===== config.mk =====
export PLATFORM = sky130hd
export DESIGN_NAME = serial_adder_flat
export DESIGN_NICKNAME = d
export VERILOG_FILES = /design/src/rtl/serial_adder_pkg.sv /design/src/rtl/serial_adder_if.sv /design/src/rtl/serial_adder_fa_cell.sv /design/src/rtl/serial_adder.sv /design/src/flat_wrapper.sv
export SDC_FILE = /design/constraint.sdc
export NUM_CORES = 1
export LEC_CHECK = 0
export ABC_AREA = 1
export BUFFER_PORTS_ARGS = -buffer_cell sky130_fd_sc_hd__buf_2
export CAP_MARGIN = 20
export CORE_ASPECT_RATIO = 0.75
export CORE_UTILIZATION = 54
export DETAILED_ROUTE_END_ITERATION = 16
export PLACE_DENSITY = 0.78
export SETUP_SLACK_MARGIN = 0.5
export SYNTH_ARGS = -nofsm -noshare
export SYNTH_HDL_FRONTEND = slang
export SYNTH_SLANG_ARGS = --single-unit
export TNS_END_PERCENT = 5

===== constraint.sdc =====
create_clock -name clk -period 1.2 [get_ports clk]
set_input_delay 0.18 -clock clk [delete_from_list [all_inputs] [get_ports clk]]
set_output_delay 0.18 -clock clk [all_outputs]
set_load 0.01 [all_outputs]

===== src/rtl/serial_adder_pkg.sv =====
// serial_adder_pkg: shared state encoding and default width for the bit-serial adder.
// Rev 1.0
`default_nettype none

package serial_adder_pkg;

  localparam int DEF_WIDTH = 8;

  typedef enum logic [1:0] {
    ST_IDLE  = 2'd0,
    ST_SHIFT = 2'd1,
    ST_DONE  = 2'd2
  } state_e;

endpackage

`default_nettype wire


===== src/rtl/serial_adder_if.sv =====
// serial_adder_if: start/busy/done operand and result bundle; sub exists only with SERIAL_ADDER_SUB_EN.
// Rev 1.0
`default_nettype none

interface serial_adder_if #(
  parameter int WIDTH = serial_adder_pkg::DEF_WIDTH
);
  logic             start;
  logic [WIDTH-1:0] a;
  logic [WIDTH-1:0] b;
`ifdef SERIAL_ADDER_SUB_EN
  logic             sub;
`endif
  logic [WIDTH-1:0] sum;
  logic             cout;
  logic             busy;
  logic             done;

`ifdef SERIAL_ADDER_SUB_EN
  modport master (output start, a, b, sub, input sum, cout, busy, done);
  modport slave  (input start, a, b, sub, output sum, cout, busy, done);
`else
  modport master (output start, a, b, input sum, cout, busy, done);
  modport slave  (input start, a, b, output sum, cout, busy, done);
`endif
endinterface

`default_nettype wire


===== src/rtl/serial_adder_fa_cell.sv =====
// fa_cell: combinational 1-bit full adder, the only arithmetic in the serial adder.
// Rev 1.0
`default_nettype none

module fa_cell (
  input  wire logic a,
  input  wire logic b,
  input  wire logic cin,
  output logic      s,
  output logic      co
);
  assign s  = a ^ b ^ cin;
  assign co = (a & b) | (cin & (a ^ b));
endmodule

`default_nettype wire


===== src/rtl/serial_adder.sv =====
// serial_adder: bit-serial WIDTH-bit adder, one bit per clock LSB first, start/busy/done handshake.
// Optional subtract mode under SERIAL_ADDER_SUB_EN. Rev 1.0
`default_nettype none

module serial_adder
  import serial_adder_pkg::*;
#(
  parameter int WIDTH = DEF_WIDTH
) (
  input  wire logic      clk,
  input  wire logic      rst_n,
  serial_adder_if.slave  bus
);
  localparam int CNT_W = $clog2(WIDTH);

  state_e           state_q, state_d;
  logic [WIDTH-1:0] a_q, a_d;
  logic [WIDTH-1:0] b_q, b_d;
  logic [WIDTH-1:0] sum_q, sum_d;
  logic             carry_q, carry_d;
  logic             cout_q, cout_d;
  logic [CNT_W-1:0] cnt_q, cnt_d;
  logic             fa_s, fa_co;
  logic             sub_bit;

`ifdef SERIAL_ADDER_SUB_EN
  assign sub_bit = bus.sub;
`else
  assign sub_bit = 1'b0;
`endif

  fa_cell u_fa (
    .a   (a_q[0]),
    .b   (b_q[0]),
    .cin (carry_q),
    .s   (fa_s),
    .co  (fa_co)
  );

  always_comb begin
    state_d = state_q;
    a_d     = a_q;
    b_d     = b_q;
    sum_d   = sum_q;
    carry_d = carry_q;
    cout_d  = cout_q;
    cnt_d   = cnt_q;
    case (state_q)
      ST_IDLE, ST_DONE: begin
        if (bus.start) begin
          // Subtraction is a + ~b + 1: invert B on load and seed the carry.
          a_d     = bus.a;
          b_d     = bus.b ^ {WIDTH{sub_bit}};
          carry_d = sub_bit;
          cnt_d   = '0;
          state_d = ST_SHIFT;
        end else if (state_q == ST_DONE) begin
          state_d = ST_IDLE;
        end
      end
      ST_SHIFT: begin
        a_d     = a_q >> 1;
        b_d     = b_q >> 1;
        sum_d   = {fa_s, sum_q[WIDTH-1:1]};
        carry_d = fa_co;
        cnt_d   = cnt_q + CNT_W'(1);
        if (cnt_q == CNT_W'(WIDTH - 1)) begin
          cout_d  = fa_co;
          state_d = ST_DONE;
        end
      end
      default: state_d = ST_IDLE;
    endcase
  end

  always_ff @(posedge clk) begin
    if (!rst_n) begin
      state_q <= ST_IDLE;
      a_q     <= '0;
      b_q     <= '0;
      sum_q   <= '0;
      carry_q <= 1'b0;
      cout_q  <= 1'b0;
      cnt_q   <= '0;
    end else begin
      state_q <= state_d;
      a_q     <= a_d;
      b_q     <= b_d;
      sum_q   <= sum_d;
      carry_q <= carry_d;
      cout_q  <= cout_d;
      cnt_q   <= cnt_d;
    end
  end

  assign bus.sum  = sum_q;
  assign bus.cout = cout_q;
  assign bus.busy = (state_q == ST_SHIFT);
  assign bus.done = (state_q == ST_DONE);

endmodule

`default_nettype wire

===== src/flat_wrapper.sv =====
// flat-port wrapper written by rule: the top's interface ports become plain ports
module serial_adder_flat import serial_adder_pkg::*;
#(
  parameter int WIDTH = DEF_WIDTH
)
  (clk, rst_n, bus_start, bus_a, bus_b, bus_sum, bus_cout, bus_busy, bus_done);
  serial_adder_if #(.WIDTH(WIDTH)) bus_i ();
  input  wire logic clk;
  input  wire logic rst_n;
  input wire logic [$bits(bus_i.start)-1:0] bus_start;
  input wire logic [$bits(bus_i.a)-1:0] bus_a;
  input wire logic [$bits(bus_i.b)-1:0] bus_b;
  output wire logic [$bits(bus_i.sum)-1:0] bus_sum;
  output wire logic [$bits(bus_i.cout)-1:0] bus_cout;
  output wire logic [$bits(bus_i.busy)-1:0] bus_busy;
  output wire logic [$bits(bus_i.done)-1:0] bus_done;
  assign bus_i.start = bus_start;
  assign bus_i.a = bus_a;
  assign bus_i.b = bus_b;
  assign bus_sum = bus_i.sum;
  assign bus_cout = bus_i.cout;
  assign bus_busy = bus_i.busy;
  assign bus_done = bus_i.done;
  serial_adder #(.WIDTH(WIDTH)) u_core (.clk(clk), .rst_n(rst_n), .bus(bus_i));
endmodule

Word-level counts from Yosys, hierarchy flattened. Index checks and enable logic that the tools add are counted.

$add $sub $neg: 1. Equal/unequal tests: 6. Multiplexer cells: 12. Bitwise logic cells: 5. Reduce and logical (&&, ||, !) cells: 6.

Operators with widths (count): $pmux 8 s2 (2); $mux 8 (2); $mux 2 (3); $pmux 3 s2 (1); $reduce_and 2->1 (3); $pmux 2 s2 (1); $add 3x1->3 const B (1); $eq 3x3->1 const B (1); $mux 3 (1); $ne 3x3->1 const B (1); $and 1x1->1 (2); $eq 2x1->1 const B (1); $eq 2x2->1 const B (1); $logic_not 2->1 (1); $ne 2x1->1 const B (1); $ne 2x2->1 const B (1); $pmux 1 s2 (1); $reduce_bool 2->1 (1); $reduce_or 2->1 (1); $xor 1x1->1 (2); $mux 1 (1); $or 1x1->1 (1).

Bits in registers: 31. Output and inout port bits: 11.

Longest topological paths before layout. Gate-level depths: netlist of run 1.

Word-level depth: 4. Depth in mapped cells: 7. Gate-level depth less buffers: 6.

By module. Synthesis of run 1 repeated with hierarchy kept, for this count alone.

Cells, all modules: 216. Area total of the unflattened synthesis: 1508.9 µm².

Modules (own cells, without submodules): serial_adder (instances 1, cells an instance 215, area each 1488.9 µm², seq. area each 620.6 µm²); fa_cell (instances 1, cells an instance 1, area each 20.0 µm², seq. area each 0.0 µm²).

Worst setup path before layout of run 1. Ideal clock, no wire load.

Path type: flip-flop to flip-flop. Start: register u_core.a_q[0]. End: register u_core.sum_q[7] (netlist: u_core.bus.sum[7]). Library setup time: 0.116 ns. Arrival: 0.948 ns. Data required time: 1.084 ns. Setup slack: 0.136 ns. Stages on the path, launching flop included: 4. Path buffers: 0. Period minus slack after synthesis: 1.064 ns. Cells stage by stage: dfxtp_1 > fa_1 > o21ai_0 > nor2_1.

Cells in the longest elaborated chain, start to end: 2.

Ends and longest elaborated chain: from (decl) (line serial_adder.sv:17) `logic [WIDTH-1:0] a_q, a_d;`; from (signal assigned) (line serial_adder.sv:79) `a_q <= '0;`; from (signal assigned) (line serial_adder.sv:87) `a_q <= a_d;`; $xor 1x1->1 (2 in series) (line serial_adder_fa_cell.sv:12) `assign s = a ^ b ^ cin;`; named net u_core.fa_s (line serial_adder.sv:23) `logic fa_s, fa_co;`; to (signal assigned) (line serial_adder.sv:89) `sum_q <= sum_d;`; to (decl) (line serial_adder.sv:19) `logic [WIDTH-1:0] sum_q, sum_d;`.

The timed path passes the listed nets, and every way through them passes these cells. A chain may end at the register's enable or synchronous reset.

Final worst setup path of run 1.
Start: register u_core.state_q[0]. End: output port bus_busy.

Cells in the longest elaborated chain, start to end: 1.

Ends and longest elaborated chain: from (decl) (line serial_adder.sv:16) `state_e state_q, state_d;`; from (signal assigned) (line serial_adder.sv:86) `state_q <= state_d;`; $eq 2x1->1 (line serial_adder.sv:98) `assign bus.busy = (state_q == ST_SHIFT);`; to (decl) (line flat_wrapper.sv:15) `output wire logic [$bits(bus_i.busy)-1:0] bus_busy;`.

No other way between the ends.

==> flow_summary.toml, run 1 <==
[worst_setup_path]
r2r-end = "u_core.b_q[5]$_SDFFE_PN0P_"
cp-end-kind = "output port"
crit_required_ps = 1020
crit_arrival_ps = 1000
cp-start-kind = "flip-flop"
path_class = "flip-flop to output port"
crit_fanout = 3
rrSetupSlack_ps = 30
rr_worst_depth = 6
r2r_start = "u_core.state_q[0]$_SDFFE_PN0P_"

[clock_tree]
cts.sinks = 31
cts_tree = "done"
clock-root-buffer = "clkbuf_8"
cts_max_path_buffers = 2
postCtsHoldBufs = 0
insertion_delay_ps = 280
cts_buffers = 5
clk_pin_slew_ps = 60
htree_levels = 2

[yosys]
yosys_most_used_dff = "dfxtp_1"
ys_warn_count = 0
ys_seq_area_share_pct = 40.7
synth_top_area_share_pct = 40.7
synth_common_cells = "nand2_1 (37), nand3_1 (32), nor2_1 (32), dfxtp_1 (31), inv_1 (30)"
syn_inst = 217
synth_top_area_cell = "dfxtp_1"
syn_avg_cell_area_um2 = 7.02
yosysMostFrequentCell = "nand2_1"
syn_nets = 239
synth-edff-count = 0
synth_cell_type_count = 21
ys_seq_elements = 31
syn_area_um2 = 1520
async_flop_share_pct = 0
synth_area_leaders = "dfxtp_1 (41%), nand3_1 (11%), nand2_1 (9.1%)"

[timing]
hold_violations = 0
max_freq_mhz = 846
hold_ws_ps = 119
fin_skew_ps = 2.54
worst_pin_slew_ps = 275
totalNegativeSetupSlack_ps = 0
min_period_over_period_pct = 98.5
setup_violations = 0
slew_viol_final = 0
rsz0062_at_grt = "true"
relSlewSlack_pct = 81.6
period_needed_ps = 1180

[grt]
first_global_vias = 1149
grt_max_degree = 29
grt_antenna_before_repair = 0
grt_overflow = 0
grt_usage_pct = 22.1
grt_pass1_wl_um = 5000

[placed_design]
gp_congestion = 0.763
io_buffers = 29
hpwlAfterDp_um = 2060
placed_area_um2 = 1760

[cells_and_area]
drive_above_1_share_pct = 34.8
layout.nets = 279
fin_util_pct = 78.2
fin_area_um2 = 2070
area_growth_pct = 35.6
num_antenna_cells = 0

[pwr]
p_leak_nw = 0.991
powerDensity_nw_per_um2 = 1210
total_power_mw = 2.50
irDropWorstVdd_uv = 764

[worst_hold_path]
hold_depth = 3
hp-class = "input port to flip-flop"
min_to = "u_core.a_q[3]$_SDFFE_PN0P_"
hp-start = "bus_a[3]"

[floorplanning]
core-area_um2 = 2640
start_util_pct = 57.7
die_h_um = 48.0
fp.dieW_um = 63.3
fp.dieArea_um2 = 3040
core.rowCount = 16
boundaryPins = 30

[detailed_routing]
drtPass1Iterations = 4
ant_nets = 0
drt-total-wl_um = 3310
via_count = 1419
wl_per_cell_um = 11.3
drc = 0
drt_iter0_markers = 119
via_per_inst = 4.86

[job]
cap_viol_max_count = 0

[run_status]
run_status = "finished, final reports clean"
==> repair_timing <==
item / in CTS / in global routing
hold endpoints to repair: 0 / 0
setup buffers: 9 / 0
gates resized for setup: 13 / 31
pin swaps: 2 / 0
setup endpoints to repair: 42 / 42
==> flip-flops by register name, summed over array words and instances (netlist names) <==
name             count
u_core.bus.sum       8
u_core.carry_q       1
u_core.a_q           8
u_core.b_q           8
u_core.bus.cout      1
u_core.state_q       2
u_core.cnt_q         3
==> worst max-delay path by stage <==
stage | from | end | slack (ps) | depth (start not counted)
6_report | u_core.state_q[0]$_SDFFE_PN0P_ | bus_busy | 20 | 4
3_5_place_dp | u_core.state_q[1]$_SDFFE_PN0P_ | u_core.cnt_q[0]$_SDFFE_PN0P_ | 70 | 4
3_3_place_gp | u_core.state_q[1]$_SDFFE_PN0P_ | u_core.b_q[5]$_SDFFE_PN0P_ | 100 | 5
5_1_grt | u_core.state_q[0]$_SDFFE_PN0P_ | u_core.b_q[5]$_SDFFE_PN0P_ | -40 | 6
2_1_floorplan | u_core.a_q[0]$_SDFFE_PN0P_ | u_core.bus.sum[7]$_SDFFE_PN0P_ | 170 | 3
4_1_cts | u_core.state_q[0]$_SDFFE_PN0P_ | bus_done | 20 | 4
==> stage by stage <==
step | cells | worst slack (ps)
2_1_floorplan | 217 | 174
3_3_place_gp | 277 | 95.2
3_5_place_dp | 277 | 74.8
4_1_cts | 292 | 18.8
5_1_grt | 292 | -36.3
6_report | 292 | 17.5
==> metal layers <==
layer / GRT usage, % / share of wire (%)
met1: 28.0 / 48
met2: 36.2 / 46
met3: 7.38 / 5.0
met4: 8.18 / 0.70
met5: 0 / 0
==> where the power goes <==
group / total (mW) / switching [mW] / internal, mW / leakage (nW)
clock network: 0.746 / 0.360 / 0.386 / 0.0371
logic: 0.583 / 0.309 / 0.273 / 0.694
registers: 1.17 / 0.0458 / 1.12 / 0.260
==> final cells by class <==
type / count / area (µm²)
clock buffers: 6 / 72.6
fillers: 201 / 576
inverters: 32 / 128
multi-input cells: 140 / 778
flip-flops and latches: 31 / 637
well taps: 36 / 45.0
repair buffers: 47 / 407
==> cells by family (layout without fill, tap and decap cells) <==
family | Yosys count | in the layout | share of synthesized area, %
AND/OR/NAND/NOR | 120 | 120 | 36.6
flip-flops | 31 | 31 | 40.7
adder cells (fa/ha/maj) | 3 | 3 | 2.96
AO/OA/AOI/OAI | 17 | 17 | 5.58
buffers and inverters | 46 | 85 | 14.1
==> worst max-delay path, stage by stage, from the launching register on <==
cell	delay, ps
dfxtp_2	340
buf_4	120
inv_4	40
nor2_4	120
buf_6	110
==> cell usage in the layout (no fill, tap or decap), drive strengths merged <==
| cell | n |
|---|---|
| nor2 | 33 |
| nand2 | 39 |
| nor3 | 14 |
| ha | 2 |
| nand3 | 32 |
| o21ai | 9 |
| fa | 1 |
| dfxtp | 31 |
| buf | 47 |
| inv | 32 |
| nand3b | 2 |
| a21oi | 8 |
| clkbuf | 6 |
(Power assumes the default switching activity.)
==> run 2: changes to the inputs <==
--- a/config.mk
+++ b/config.mk
@@ -12,6 +12,7 @@
 export CORE_UTILIZATION = 54
 export DETAILED_ROUTE_END_ITERATION = 16
 export PLACE_DENSITY = 0.78
+export REMOVE_ABC_BUFFERS = 1
 export SETUP_SLACK_MARGIN = 0.5
 export SYNTH_ARGS = -nofsm -noshare
 export SYNTH_HDL_FRONTEND = slang
==> run 2 against run 1 <==
  * Maximum frequency is 0.21% lower
  * Global-route usage up 0.80 points
  * Largest power group unchanged
  * Critical path depth is 1 lower
  * Die area unchanged
  * Via count grew 0.28%
==> flow_summary.toml, run 2 (same netlist as run 1, synthesis figures left out) <==
[run_status]
run_status = "finished, final reports clean"

[placed_design]
io_buffers = 29
hpwlAfterDp_um = 2070
placed_area_um2 = 1700
pre_cts_ws_ps = 29.4
gp_congestion = 0.724

[pwr]
p_sw_share_pct = 29.1
p_clk_share_pct = 30.1
power_switching_uw = 723
comb_power_share_pct = 22.8
powerDensity_nw_per_um2 = 1210
p_leak_nw = 0.969
p_int_mw = 1.76
irDropWorstVdd_uv = 835
p_seq_share_pct = 47.1

[grt]
grt_pass1_wl_um = 5040
grt_usage_pct = 22.9
grt_overflow = 0
first_global_vias = 1132
grt_max_degree = 37
grt_antenna_before_repair = 0

[worst_setup_path]
cpPeakStageDelay_ps = 360
crit_required_ps = 1020
cp_top_family = "flip-flops"
path_class = "flip-flop to output port"
path_cells = "buf_12 > nor2_2 > buf_2"
path_buf_inv = 2
slowest_stage = "dfxtp_4"
cp-end-kind = "output port"
cp-start-kind = "flip-flop"
crit_fanout = 4
crit_arrival_ps = 1000

[cells_and_area]
mostFrequentLayoutCells = "nand2_1 (35), nor2_1 (31), inv_1 (29)"
fin_area_um2 = 2040
drive_above_1_share_pct = 35.3
final_common_cell = "nand2_1"
area_growth_pct = 34.2
num_antenna_cells = 0
layout.nets = 275

[clock_tree]
cts_tree = "done"
cts.sinks = 31
clk_pin_slew_ps = 60
cts_max_path_buffers = 2
insertion_delay_ps = 280
cts_buffers = 5
postCtsHoldBufs = 0
htree_levels = 2
clock-root-buffer = "clkbuf_8"

[detailed_routing]
drt-total-wl_um = 3490
drt_iter0_markers = 85
via_per_inst = 4.94
drtPass1Iterations = 4
wl_per_cell_um = 12.1
via_count = 1423
drc = 0
ant_nets = 0

[floorplanning]
start_util_pct = 57.7
fp.dieW_um = 63.3
core.rowCount = 16
boundaryPins = 30
fp.dieArea_um2 = 3040
core-area_um2 = 2640
die_h_um = 48.0

[worst_hold_path]
hp-class = "input port to flip-flop"

[timing]
rsz0062_at_grt = "true"
hold_violations = 0
setup_violations = 0
fin_skew_ps = 3.62
min_period_over_period_pct = 98.7
worst_pin_slew_ps = 311
relSlewSlack_pct = 79.2
max_freq_mhz = 844
slew_viol_final = 0
period_needed_ps = 1180
worst_slack_ps = 15.0

[job]
cap_viol_max_count = 0
==> run 2: changes by cell type in the layout (fill, tap and decap cells not counted), moves of 2 or more <==
cell	delta
buf_4	-6
nand3_1	-4
buf_6	+3
nand3_2	+3
nor2_1	+3
buf_12	-2
nand2_1	-2
nand2_2	+2
nor2_2	-2
nor3_1	+2
nor3_2	-2
o21ai_0	-2
o21ai_1	+2
==> run 2: per-layer routing <==
layer,GRT usage (%),vias up,routed length [µm]
li1,-,747,-
met3,8.57,8,148
met4,10.0,0,60
met1,29.2,632,1610
met5,0,-,0
met2,35.7,36,1660
==> run 2: tightest hold or removal path: stages <==
cell and delay [ps]:
buf_2 80, nor3_2 30, nor2_1 80
==> run 2: what timing repair did <==
item	in CTS	in global routing
setup buffers	6	1
gates resized for setup	5	54
endpoints found under the setup margin	42	42
pin swaps	2	5
==> run 2: final timing paths <==
path	slack, ps	cells after the start	start	to
worst min register to register	480	1	u_core.cnt_q[0]$_SDFFE_PN0P_	u_core.cnt_q[0]$_SDFFE_PN0P_
worst max-delay path	20	3	u_core.state_q[0]$_SDFFE_PN0P_	bus_done
worst max register to register	70	6	u_core.state_q[1]$_SDFFE_PN0P_	u_core.a_q[1]$_SDFFE_PN0P_
worst min-delay path	130	3	bus_a[2]	u_core.a_q[2]$_SDFFE_PN0P_
==> run 2: through the flow <==
| step | std cells | total power, mW | hold WS [ps] | utilization (%) | TNS, ps |
|---|---|---|---|---|---|
| after floorplan | 203 | 1.47 | 304 | - | -6050 |
| after global placement | 275 | 1.63 | 407 | 64.3 | 0 |
| after detailed placement | 275 | 1.64 | 421 | 64.3 | 0 |
| after CTS | 287 | 2.38 | 128 | 69.2 | 0 |
| after global routing | 288 | 2.62 | 126 | 77.4 | -17.6 |
| final | 288 | 2.48 | 130 | 77.4 | 0 |
==> run 2: final cells by class <==
type,instances,area (µm²)
Inverter,32,125
Clock buffer,6,72.6
Timing Repair Buffer,43,360
Sequential cell,31,639
Tap cell,36,45.0
Fill cell,208,598
Multi-Input combinational cell,140,802
==> run 2: power by group through the flow <==
stage / combinational [mW] / sequential, mW / clock [mW]
finish: 0.566 / 1.17 / 0.747
global route: 0.634 / 1.18 / 0.809
CTS: 0.475 / 1.16 / 0.744
detailed placement: 0.460 / 1.18 / 0
global placement: 0.450 / 1.18 / 0
floorplan: 0.278 / 1.19 / 0
==> run 3: changes to the inputs <==
--- a/config.mk
+++ b/config.mk
@@ -5,13 +5,12 @@
 export SDC_FILE = /design/constraint.sdc
 export NUM_CORES = 1
 export LEC_CHECK = 0
-export ABC_AREA = 1
 export BUFFER_PORTS_ARGS = -buffer_cell sky130_fd_sc_hd__buf_2
 export CAP_MARGIN = 20
 export CORE_ASPECT_RATIO = 0.75
-export CORE_UTILIZATION = 54
+export CORE_UTILIZATION = 52
 export DETAILED_ROUTE_END_ITERATION = 16
-export PLACE_DENSITY = 0.78
+export PLACE_DENSITY = 0.77
 export REMOVE_ABC_BUFFERS = 1
 export SETUP_SLACK_MARGIN = 0.5
 export SYNTH_ARGS = -nofsm -noshare
==> run 3 against run 2 <==
  * The flow now finishes with violations (negative setup slack)
  * Flip-flop and latch count unchanged
  * Non-clock buffer count decreased by 5
  * First-iteration DRC count decreased by 58%
  * Register-to-register slack got worse by 60 ps
  * Power decreased by 16%
  * Sequential power about the same
  * Count of clock-buffer cells in the layout unchanged
  * Maximum frequency decreased by 2.6%
  * Synthesized area decreased by 11%
  * Via count decreased by 18%
  * Largest power group unchanged
  * Highest routed layer unchanged
  * Core utilization decreased by 3.5 points
==> flow_summary.toml, run 3 <==
[grt]
first_global_vias = 980
grt_overflow = 0
grt_max_degree = 32
grt_antenna_before_repair = 0
grt_pass1_wl_um = 4420
grt_usage_pct = 22.7

[yosys]
yosysMostFrequentCell = "nand2_1"
synth_area_leaders = "dfxtp_1 (46%), nand2_1 (14%), a21boi_2 (6.7%)"
ys_seq_elements = 31
ys_seq_area_share_pct = 45.8
synth_top_area_cell = "dfxtp_1"
synth-edff-count = 0
syn_inst = 157
synth_cell_type_count = 22
synth_common_cells = "nand2_1 (49), dfxtp_1 (31), o21ai_0 (16), a31oi_1 (14), a21boi_2 (8)"
syn_avg_cell_area_um2 = 8.62
synth_top_area_share_pct = 45.8
async_flop_share_pct = 0
yosys_most_used_dff = "dfxtp_1"
syn_area_um2 = 1350
ys_warn_count = 0

[pwr]
p_leak_nw = 0.697
irDropWorstVdd_uv = 804
powerDensity_nw_per_um2 = 1180

[clock_tree]
insertion_delay_ps = 330
htree_levels = 2
clk_pin_slew_ps = 80
cts_max_path_buffers = 2
cts.sinks = 31
cts_buffers = 5
cts_tree = "done"
clock-root-buffer = "clkbuf_4"

[floorplanning]
die_h_um = 46.2
start_util_pct = 56.8
core-area_um2 = 2380
boundaryPins = 30
fp.dieArea_um2 = 2810
core.rowCount = 15
fp.dieW_um = 60.9

[cells_and_area]
fin_util_pct = 73.9
final_common_cell = "nand2_1"
instances_no_fill = 223
drive_above_1_share_pct = 45.0
layout.nets = 211
area_growth_pct = 30.0
n_fill_cell = 192
num_antenna_cells = 0
mostFrequentLayoutCells = "nand2_1 (49), buf_2 (19), dfxtp_1 (17)"

[detailed_routing]
drc = 0
via_count = 1173
drtPass1Iterations = 4
wl_per_cell_um = 12.5
wl_met3_um = 112
met1Wirelength_um = 1270
ant_nets = 0
drt_iter0_markers = 36
met2WireLength_um = 1350
drt-total-wl_um = 2790
dr.max_layer_used = "met4"
via_per_inst = 5.26

[timing]
min_period_over_period_pct = 101
worst_slack_ps = -16.0
worst_pin_slew_ps = 572
period_needed_ps = 1220
relSlewSlack_pct = 61.9
fin_skew_ps = 11.3
max_freq_mhz = 822
totalNegativeSetupSlack_ps = -16.0
rsz0062_at_grt = "true"
slew_viol_final = 0
hold_violations = 0
setup_violations = 1
hold_ws_ps = 84.1

[worst_hold_path]
hp-class = "input port to flip-flop"
hold_depth = 3

[worst_setup_path]
path_class = "flip-flop to output port"
crit_fanout = 2
cp_common_cell = "buf_6"
crit_arrival_ps = 1040
slowest_stage = "dfxtp_2"
cp-end-kind = "output port"
rr_worst_depth = 5
cpPeakStageDelay_ps = 320
crit_required_ps = 1020
cp-start-kind = "flip-flop"
path_cells = "nand2b_4 > buf_6 > inv_8 > buf_6"
rrSetupSlack_ps = 10

[placed_design]
pre_cts_ws_ps = 56.9
gp_congestion = 0.707
hpwlAfterDp_um = 1730
io_buffers = 29
dpl.cell_count = 214

[run_status]
violations = "negative setup slack"
run_status = "complete, but fails checks"

[job]
cap_viol_max_count = 0
-- run 3: kinds of logic after synthesis --
| group | synth area share (%) |
|---|---|
| buffers and inverters | 8.59 |
| flip-flops | 45.8 |
| AO/OA/AOI/OAI | 22.9 |
| AND/OR/NAND/NOR | 19.3 |
| adder cells (fa/ha/maj) | 3.33 |
-- run 3: metal layers --
metal	GRT usage (%)	vias up
met1	27.4	538
met2	35.6	30
met5	0	-
met3	6.46	6
met4	14.5	0
li1	-	599
-- run 3: final cells by class --
| class | instances | area, µm² | area share, % |
|---|---|---|---|
| well taps | 34 | 42.5 | 2.42 |
| repair buffers | 38 | 312 | 17.7 |
| multi-input cells | 111 | 694 | 39.4 |
| flip-flops and latches | 31 | 641 | 36.4 |
| inverters | 2 | 15.0 | 0.853 |
| clock inverters | 1 | 5.00 | 0.284 |
| clock buffers | 6 | 51.3 | 2.91 |
-- run 3: stage by stage --
step | total power [mW] | instance area [µm²]
after global placement | 1.40 | 1500
after floorplan | 1.29 | 1250
after global routing | 2.19 | 1760
after CTS | 2.10 | 1750
final | 2.08 | 1760
after detailed placement | 1.42 | 1500
-- run 3: final timing paths --
check	endpoint	start
worst max-delay path	bus_busy	u_core.state_q[1]$_SDFFE_PN0P_
worst max register to register	u_core.cnt_q[0]$_SDFFE_PN0P_	u_core.state_q[1]$_SDFFE_PN0P_
worst min register to register	u_core.bus.sum[0]$_SDFFE_PN0P_	u_core.bus.sum[0]$_SDFFE_PN0P_
worst min-delay path	u_core.a_q[7]$_SDFFE_PN0P_	bus_a[7]
-- run 3: repair_timing --
item	in CTS	in global routing
pin swaps	2	3
hold buffers	0	0
setup endpoints to repair	42	42
resized for setup	65	4
setup buffers	2	0
-- run 3: power by group --
group          switching, mW  internal, mW  total (mW)  leakage [nW]
Combinational          0.175         0.164       0.339         0.402
Clock                  0.337         0.271       0.608        0.0341
Sequential            0.0454          1.09        1.14         0.261
-- run 3: critical path, delay by kind of cell, from the launching register on --
family	cells	cell delay, ps
simple gates	1	140
flops	1	320
buf+inv	3	250
